File: config.mk
export PLATFORM = sky130hd
export DESIGN_NAME = pipeline_feeder
export DESIGN_NICKNAME = d
export VERILOG_FILES = /design/src/rtl/pipeline_feeder.sv
export SDC_FILE = /design/constraint.sdc
export NUM_CORES = 1
export LEC_CHECK = 0
export BUFFER_PORTS_ARGS = -buffer_cell sky130_fd_sc_hd__buf_2
export CAP_MARGIN = 40
export CORE_MARGIN = 10
export CORE_UTILIZATION = 40
export DETAILED_ROUTE_END_ITERATION = 10
export GPL_ROUTABILITY_DRIVEN = 0
export PLACE_DENSITY = 0.75
export SKIP_CTS_REPAIR_TIMING = 1
export SYNTH_ARGS = -nofsm -noshare
export SYNTH_HDL_FRONTEND = slang
export SYNTH_SLANG_ARGS = --single-unit
export TNS_END_PERCENT = 100
File: constraint.sdc
create_clock -name clk -period 2.05 [get_ports clk]
set_input_delay 0.41 -clock clk [delete_from_list [all_inputs] [get_ports clk]]
set_output_delay 0.41 -clock clk [all_outputs]
set_load 0.02 [all_outputs]
File: src/rtl/pipeline_feeder.sv
// Feeds bots from a fixed-latency bot memory into the compute pipeline, waits for
// the pipeline to go idle, then sweeps the collector to stream every result back out.
`timescale 1ns/1ps
module pipeline_feeder #(
  parameter int ADDR_WIDTH     = 9,
  parameter int MEM_LATENCY    = 2,
  parameter int FULLNESS_LIMIT = 16,
  parameter int DRAIN_CYCLES   = 64,
  parameter int READ_LATENCY   = 2
) (
  input  logic                  clk,
  input  logic                  rst,
  input  logic                  start,
  input  logic [ADDR_WIDTH-1:0] botCount,
  output logic                  busy,
  output logic                  done,
  output logic [ADDR_WIDTH-1:0] botMemAddr,
  input  logic [127:0]          botMemData,
  input  logic [5:0]            botMemPermut,
  output logic [127:0]          bot,
  output logic [ADDR_WIDTH-1:0] botIndex,
  output logic                  isBotValid,
  output logic [5:0]            validBotPermutations,
  input  logic [4:0]            fifoFullness,
  input  logic [37:0]           summedDataOut,
  input  logic [2:0]            pcoeffCountIn,
  output logic                  resultValid,
  output logic [ADDR_WIDTH-1:0] resultIndex,
  output logic [37:0]           resultSum,
  output logic [2:0]            resultPcoeffCount,
  output logic [2:0]            dbg_state
);

  typedef enum logic [2:0] {
    S_IDLE    = 3'd0,
    S_FEED    = 3'd1,
    S_DRAIN   = 3'd2,
    S_READOUT = 3'd3,
    S_FLUSH   = 3'd4
  } state_t;

  localparam int CW = ADDR_WIDTH + 1;
  localparam int IW = $clog2(DRAIN_CYCLES + 1);
  localparam logic [CW-1:0] CNT_ONE   = CW'(1);
  localparam logic [IW-1:0] IDLE_ONE  = IW'(1);
  localparam logic [IW-1:0] IDLE_LAST = IW'(DRAIN_CYCLES - 1);
  localparam logic [5:0]    FULL_LIM  = 6'(FULLNESS_LIMIT);

  state_t          state_q, state_d;
  logic [CW-1:0]   n_q, n_d;
  logic [CW-1:0]   issue_cnt_q, issue_cnt_d;
  logic [CW-1:0]   ret_cnt_q, ret_cnt_d;
  logic [CW-1:0]   rd_cnt_q, rd_cnt_d;
  logic [IW-1:0]   idle_cnt_q, idle_cnt_d;

  logic [MEM_LATENCY-1:0]  mem_vld_q;
  logic [ADDR_WIDTH-1:0]   mem_tag_q [MEM_LATENCY];
  logic [READ_LATENCY-1:0] rd_vld_q;
  logic [ADDR_WIDTH-1:0]   rd_tag_q  [READ_LATENCY];

  logic [127:0]          bot_q;
  logic [5:0]            perm_q;
  logic [ADDR_WIDTH-1:0] bot_index_q;
  logic [ADDR_WIDTH-1:0] res_index_q;
  logic [37:0]           res_sum_q;
  logic [2:0]            res_pc_q;

  logic issue;
  logic mem_ret;
  logic rd_issue;
  logic rd_ret;

  // isBotValid and resultValid are single-cycle strobes with no ready: the pipeline
  // always accepts, and the only throttle is fifoFullness gating new memory reads.
  assign issue    = (state_q == S_FEED) && (issue_cnt_q < n_q) &&
                    ({1'b0, fifoFullness} < FULL_LIM);
  assign mem_ret  = mem_vld_q[MEM_LATENCY-1];
  assign rd_issue = (state_q == S_READOUT);
  assign rd_ret   = rd_vld_q[READ_LATENCY-1];

  assign botMemAddr = issue_cnt_q[ADDR_WIDTH-1:0];
  assign busy       = (state_q != S_IDLE);
  assign done       = (state_q == S_FLUSH) && (rd_vld_q == '0);
  assign dbg_state  = state_q;

  always_comb begin
    isBotValid           = mem_ret;
    bot                  = bot_q;
    validBotPermutations = perm_q;
    botIndex             = bot_index_q;
    resultValid          = rd_ret;
    resultIndex          = res_index_q;
    resultSum            = res_sum_q;
    resultPcoeffCount    = res_pc_q;
    if (mem_ret) begin
      bot                  = botMemData;
      validBotPermutations = botMemPermut;
      botIndex             = mem_tag_q[MEM_LATENCY-1];
    end else if (rd_issue) begin
      botIndex = rd_cnt_q[ADDR_WIDTH-1:0];
    end
    if (rd_ret) begin
      resultIndex       = rd_tag_q[READ_LATENCY-1];
      resultSum         = summedDataOut;
      resultPcoeffCount = pcoeffCountIn;
    end
  end

  always_comb begin
    state_d     = state_q;
    n_d         = n_q;
    issue_cnt_d = issue_cnt_q;
    ret_cnt_d   = ret_cnt_q;
    rd_cnt_d    = rd_cnt_q;
    idle_cnt_d  = idle_cnt_q;
    case (state_q)
      S_IDLE: begin
        if (start) begin
          n_d         = {1'b0, botCount};
          issue_cnt_d = '0;
          ret_cnt_d   = '0;
          idle_cnt_d  = '0;
          state_d     = (botCount == '0) ? S_FLUSH : S_FEED;
        end
      end
      S_FEED: begin
        if (issue) issue_cnt_d = issue_cnt_q + CNT_ONE;
        if (mem_ret) begin
          ret_cnt_d = ret_cnt_q + CNT_ONE;
          if (ret_cnt_q + CNT_ONE == n_q) state_d = S_DRAIN;
        end
      end
      S_DRAIN: begin
        // Any nonzero fullness restarts the idle window from scratch.
        if (fifoFullness != '0) begin
          idle_cnt_d = '0;
        end else if (idle_cnt_q == IDLE_LAST) begin
          idle_cnt_d = idle_cnt_q + IDLE_ONE;
          rd_cnt_d   = '0;
          state_d    = S_READOUT;
        end else begin
          idle_cnt_d = idle_cnt_q + IDLE_ONE;
        end
      end
      S_READOUT: begin
        rd_cnt_d = rd_cnt_q + CNT_ONE;
        if (rd_cnt_q + CNT_ONE == n_q) state_d = S_FLUSH;
      end
      S_FLUSH: begin
        if (rd_vld_q == '0) state_d = S_IDLE;
      end
      default: state_d = S_IDLE;
    endcase
  end

  always_ff @(posedge clk or negedge rst) begin
    if (!rst) begin
      state_q     <= S_IDLE;
      n_q         <= '0;
      issue_cnt_q <= '0;
      ret_cnt_q   <= '0;
      rd_cnt_q    <= '0;
      idle_cnt_q  <= '0;
      bot_q       <= '0;
      perm_q      <= '0;
      bot_index_q <= '0;
      res_index_q <= '0;
      res_sum_q   <= '0;
      res_pc_q    <= '0;
    end else begin
      state_q     <= state_d;
      n_q         <= n_d;
      issue_cnt_q <= issue_cnt_d;
      ret_cnt_q   <= ret_cnt_d;
      rd_cnt_q    <= rd_cnt_d;
      idle_cnt_q  <= idle_cnt_d;
      bot_q       <= bot;
      perm_q      <= validBotPermutations;
      bot_index_q <= botIndex;
      res_index_q <= resultIndex;
      res_sum_q   <= resultSum;
      res_pc_q    <= resultPcoeffCount;
    end
  end

  // Tag pipes run in lock-step with the memory and collector read latencies.
  always_ff @(posedge clk or negedge rst) begin
    if (!rst) begin
      mem_vld_q <= '0;
      rd_vld_q  <= '0;
      for (int i = 0; i < MEM_LATENCY; i++) mem_tag_q[i] <= '0;
      for (int i = 0; i < READ_LATENCY; i++) rd_tag_q[i] <= '0;
    end else begin
      mem_vld_q[0] <= issue;
      mem_tag_q[0] <= issue_cnt_q[ADDR_WIDTH-1:0];
      for (int i = 1; i < MEM_LATENCY; i++) begin
        mem_vld_q[i] <= mem_vld_q[i-1];
        mem_tag_q[i] <= mem_tag_q[i-1];
      end
      rd_vld_q[0] <= rd_issue;
      rd_tag_q[0] <= rd_cnt_q[ADDR_WIDTH-1:0];
      for (int i = 1; i < READ_LATENCY; i++) begin
        rd_vld_q[i] <= rd_vld_q[i-1];
        rd_tag_q[i] <= rd_tag_q[i-1];
      end
    end
  end

endmodule

==> key figures <==
Synth
  • Synth cell types: 55
  • Cell area after synthesis: between 10000 and 15000 um2
  • Async S/R FF share, synth: between 90% and 100%
  • Avg Cell Area, Syn: 13.4 um2
  • Yosys reg bits: approximately 280
  • Syn nets: around 1100
  • Seq/Total Area, Yosys: 62.0%
  • Ys flop type: dfrtp_1
  • YS warnings: 0
  • Synth Area in Simple Gates: under 10%
  • Cells after synthesis: 850
  • Adder-cell share of the synthesized area: 1.32%
  • Post-Synth XOR/XNOR Area: 1.85%
  • Post-synth EDFFs: 0
  • Main combinational cell family by area after synthesis: multiplexers
  • Post-synthesis compound-gate area fraction: 6.51%
  • Mux share of post-synthesis cell area: roughly a fifth

GRT
  • Gr usage total: 17.0%
  • First-pass GRT wire length: about 49 mm
  • Largest net degree at the start of global routing: 73
  • GR Overflow Total: 0
  • Initial antenna violation count: 1
  • Number of global-route vias before repair: ~9000

Setup path
  • Max incr delay on CP: ~0.43 ns
  • CP arrival: about 1.9 ns
  • WS Path Type: flop to output pin
  • WP data required: 1.64 ns
  • Slowest CP cell: dfrtp_4
  • R2r setup slk: -0.02 ns
  • Capturing element type of the critical path: output pin
  • CP top delay family: buffers and inverters
  • Buf/Inv on CP: 3
  • Crit-path cells: buf_12, buf_16, mux2_2, buf_2
  • Crit Path Max Fanout: 16
  • Worst Setup Start Kind: flop

Timing
  • Period utilization: 113%
  • Final worst slack: -0.266 ns
  • Final Skew: between 0.009 and 0.01 ns
  • # setup viols final: 195
  • Max_slew headroom: 54.5%
  • Final min period: between 2 and 2.5 ns
  • RSZ-0062 raised after global routing: true
  • Final Hold Vio Count: 0
  • Final Max Tran Viols: 0
  • Setup TNS Final: -37.53 ns
  • Slew at the pin closest to its max-slew limit: a little under 0.7 ns
  • Max Freq: between 400 and 500 MHz

Hold path
  • Worst Hold Class: input port to flop

Detailed routing
  • Initial DRC Count: about 400
  • Final ANT Viol Nets: 0
  • Drt total wl: between 30 and 40 mm
  • Vias: approximately 8700
  • DRC Markers: 0
  • Avg Vias per Cell: 4.98
  • TritonRoute pass-1 iters: 5
  • Routed wire length per instance: a little under 20 um

Clocking
  • CTS Root Cell: clkbuf_16
  • TritonCTS clock tree: built
  • Clock Pin Slew Worst Setup and Hold Paths: 0.06 ns
  • Cts bufs inserted: 29
  • CTS Sinks: roughly 280
  • Clock Path Buffers: 3
  • H-tree levels: 1
  • Clock Latency Late Sink: ~0.54 ns

Final layout
  • Area Growth Syn to Fin: 44.9%
  • Fin cells: between 1500 and 2000
  • Commonest non-fill, non-tap cell in the layout: buf_2
  • Most frequent cells in the layout: 310 x buf_2, 276 x dfrtp_1, 167 x mux2_2, 111 x buf_4, 57 x buf_6
  • Final nets: 1544
  • Fill cell count: 2190
  • Layout cells sized above 1: a little under 60%

Power and ir drop
  • Pwr dens: 1200 nW/um2
  • Pleak: roughly 8.0 nW
  • Worst-case vdd ir drop: approximately 0.00075 V

Outcome
  • Failing checks: negative setup slack
  • Status: finished with violations

Place
  • Final HPWL DP: around 25 mm
  • Port bufs: 400
  • DP Cell Count: about 1600

Floorplan
  • Initial core utilization: between 40% and 50%
  • Die Y: about 190 um
  • # IOs: about 400
  • Rows: 61
  • Die width: 189 um
  • Die Area: approximately 36000 um2
  • Core area: roughly 28000 um2

Run
  • Total of max-cap violations: 0
-- state kept, by name, indices dropped and copies added, names as in the netlist, 6 cells and up --
register	count
rd_cnt_q	10
n_q	9
ret_cnt_q	10
perm_q	6
issue_cnt_q	10
bot_index_q	9
idle_cnt_q	7
res_sum_q	38
res_index_q	9
bot_q	128
rd_tag_q	18
mem_tag_q	18
-- final timing paths --
path / end / depth (start not counted) / from
hold reg to reg: mem_tag_q[3] / 0 / mem_tag_q[12]
min in group asynchronous: res_pc_q[2] / 2 / rst
setup reg to reg: issue_cnt_q[5] / 8 / n_q[6]
hold / removal: n_q[7] / 3 / botCount[7]
max in group asynchronous: rd_vld_q[1] / 3 / rst
setup / recovery: bot[39] / 4 / mem_vld_q[1]
-- through the flow --
stage | setup WS [ns] | util, % | total power, mW | cell area, um2 | hold slack (ns)
after detailed placement | -0.0761 | 51.3 | 13.3 | 14300 | 0.336
after global routing | -0.310 | 59.0 | 20.8 | 16500 | 0.0767
after CTS | -0.374 | 54.8 | 18.7 | 15300 | -0.154
after global placement | -0.00425 | 51.3 | 13.1 | 14300 | 0.333
after floorplan | -0.0472 | - | 11.0 | 11400 | 0.114
final | -0.266 | 59.0 | 19.8 | 16500 | 0.0923
-- per-layer routing --
metal  global-route usage, %  vias to the layer above  share of wire, %
met5                       0                        -                 0
met4                    5.46                        0               3.3
met3                    4.15                       79               5.7
met2                    31.1                      300                53
met1                    18.9                     4304                38
li1                        -                     3977                 -
-- worst min-delay path: stages --
cell     delay, ns
buf_2         0.08
nand2_1       0.04
o21ai_0       0.06
-- layout make-up --
| cell class | count | area [um2] | share of cell area [%] |
|---|---|---|---|
| antenna | 1 | 2.50 | 0.0152 |
| clock buffer | 43 | 858 | 5.21 |
| clock inverter | 9 | 125 | 0.759 |
| inverter | 15 | 56.3 | 0.341 |
| multi-input combinational | 506 | 4290 | 26.0 |
| sequential | 282 | 7070 | 42.9 |
| tap | 378 | 473 | 2.87 |
| timing repair buffer | 506 | 3610 | 21.9 |
-- power by group --
group / switching [mW] / internal, mW / total (mW)
clock network: 2.11 / 3.25 / 5.37
logic: 3.78 / 3.33 / 7.11
registers: 0.499 / 6.87 / 7.36
-- synth_stat cells (2+ instances only) --
library cell	number	area, um2
dfrtp_1	282	7060
mux2_2	184	2070
o21ai_0	59	295
nand2_1	52	195
nor2_1	40	150
clkbuf_1	34	128
xnor2_1	17	149
inv_1	15	56.3
nand3_1	13	65.1
ha_1	12	150
a21oi_1	10	50.1
buf_4	10	75.1
mux2i_1	10	100
and3_1	9	56.3
nor3_1	9	45.0
o31ai_1	8	60.1
nand4_1	7	43.8
xor2_1	7	61.3
a21o_1	5	37.5
a31oi_1	5	31.3
a211oi_1	4	30.0
a22o_1	4	35.0
nand2b_1	4	25.0
or3_1	4	25.0
a21bo_2	3	30.0
nand3b_1	3	22.5
o211ai_1	3	22.5
o41ai_1	3	26.3
a2111oi_0	2	17.5
and2_0	2	12.5
and2_2	2	15.0
buf_2	2	10.0
nor4b_1	2	17.5
o21ai_1	2	10.0
or4_1	2	15.0
-- logic make-up after synthesis --
group	Yosys count
XOR/XNOR	24
flip-flops	282
buffers and inverters	62
AO/OA/AOI/OAI	117
multiplexers	194
adder cells (fa/ha/maj)	12
AND/OR/NAND/NOR	159
Note: power is estimated with default switching activity, not from simulation.
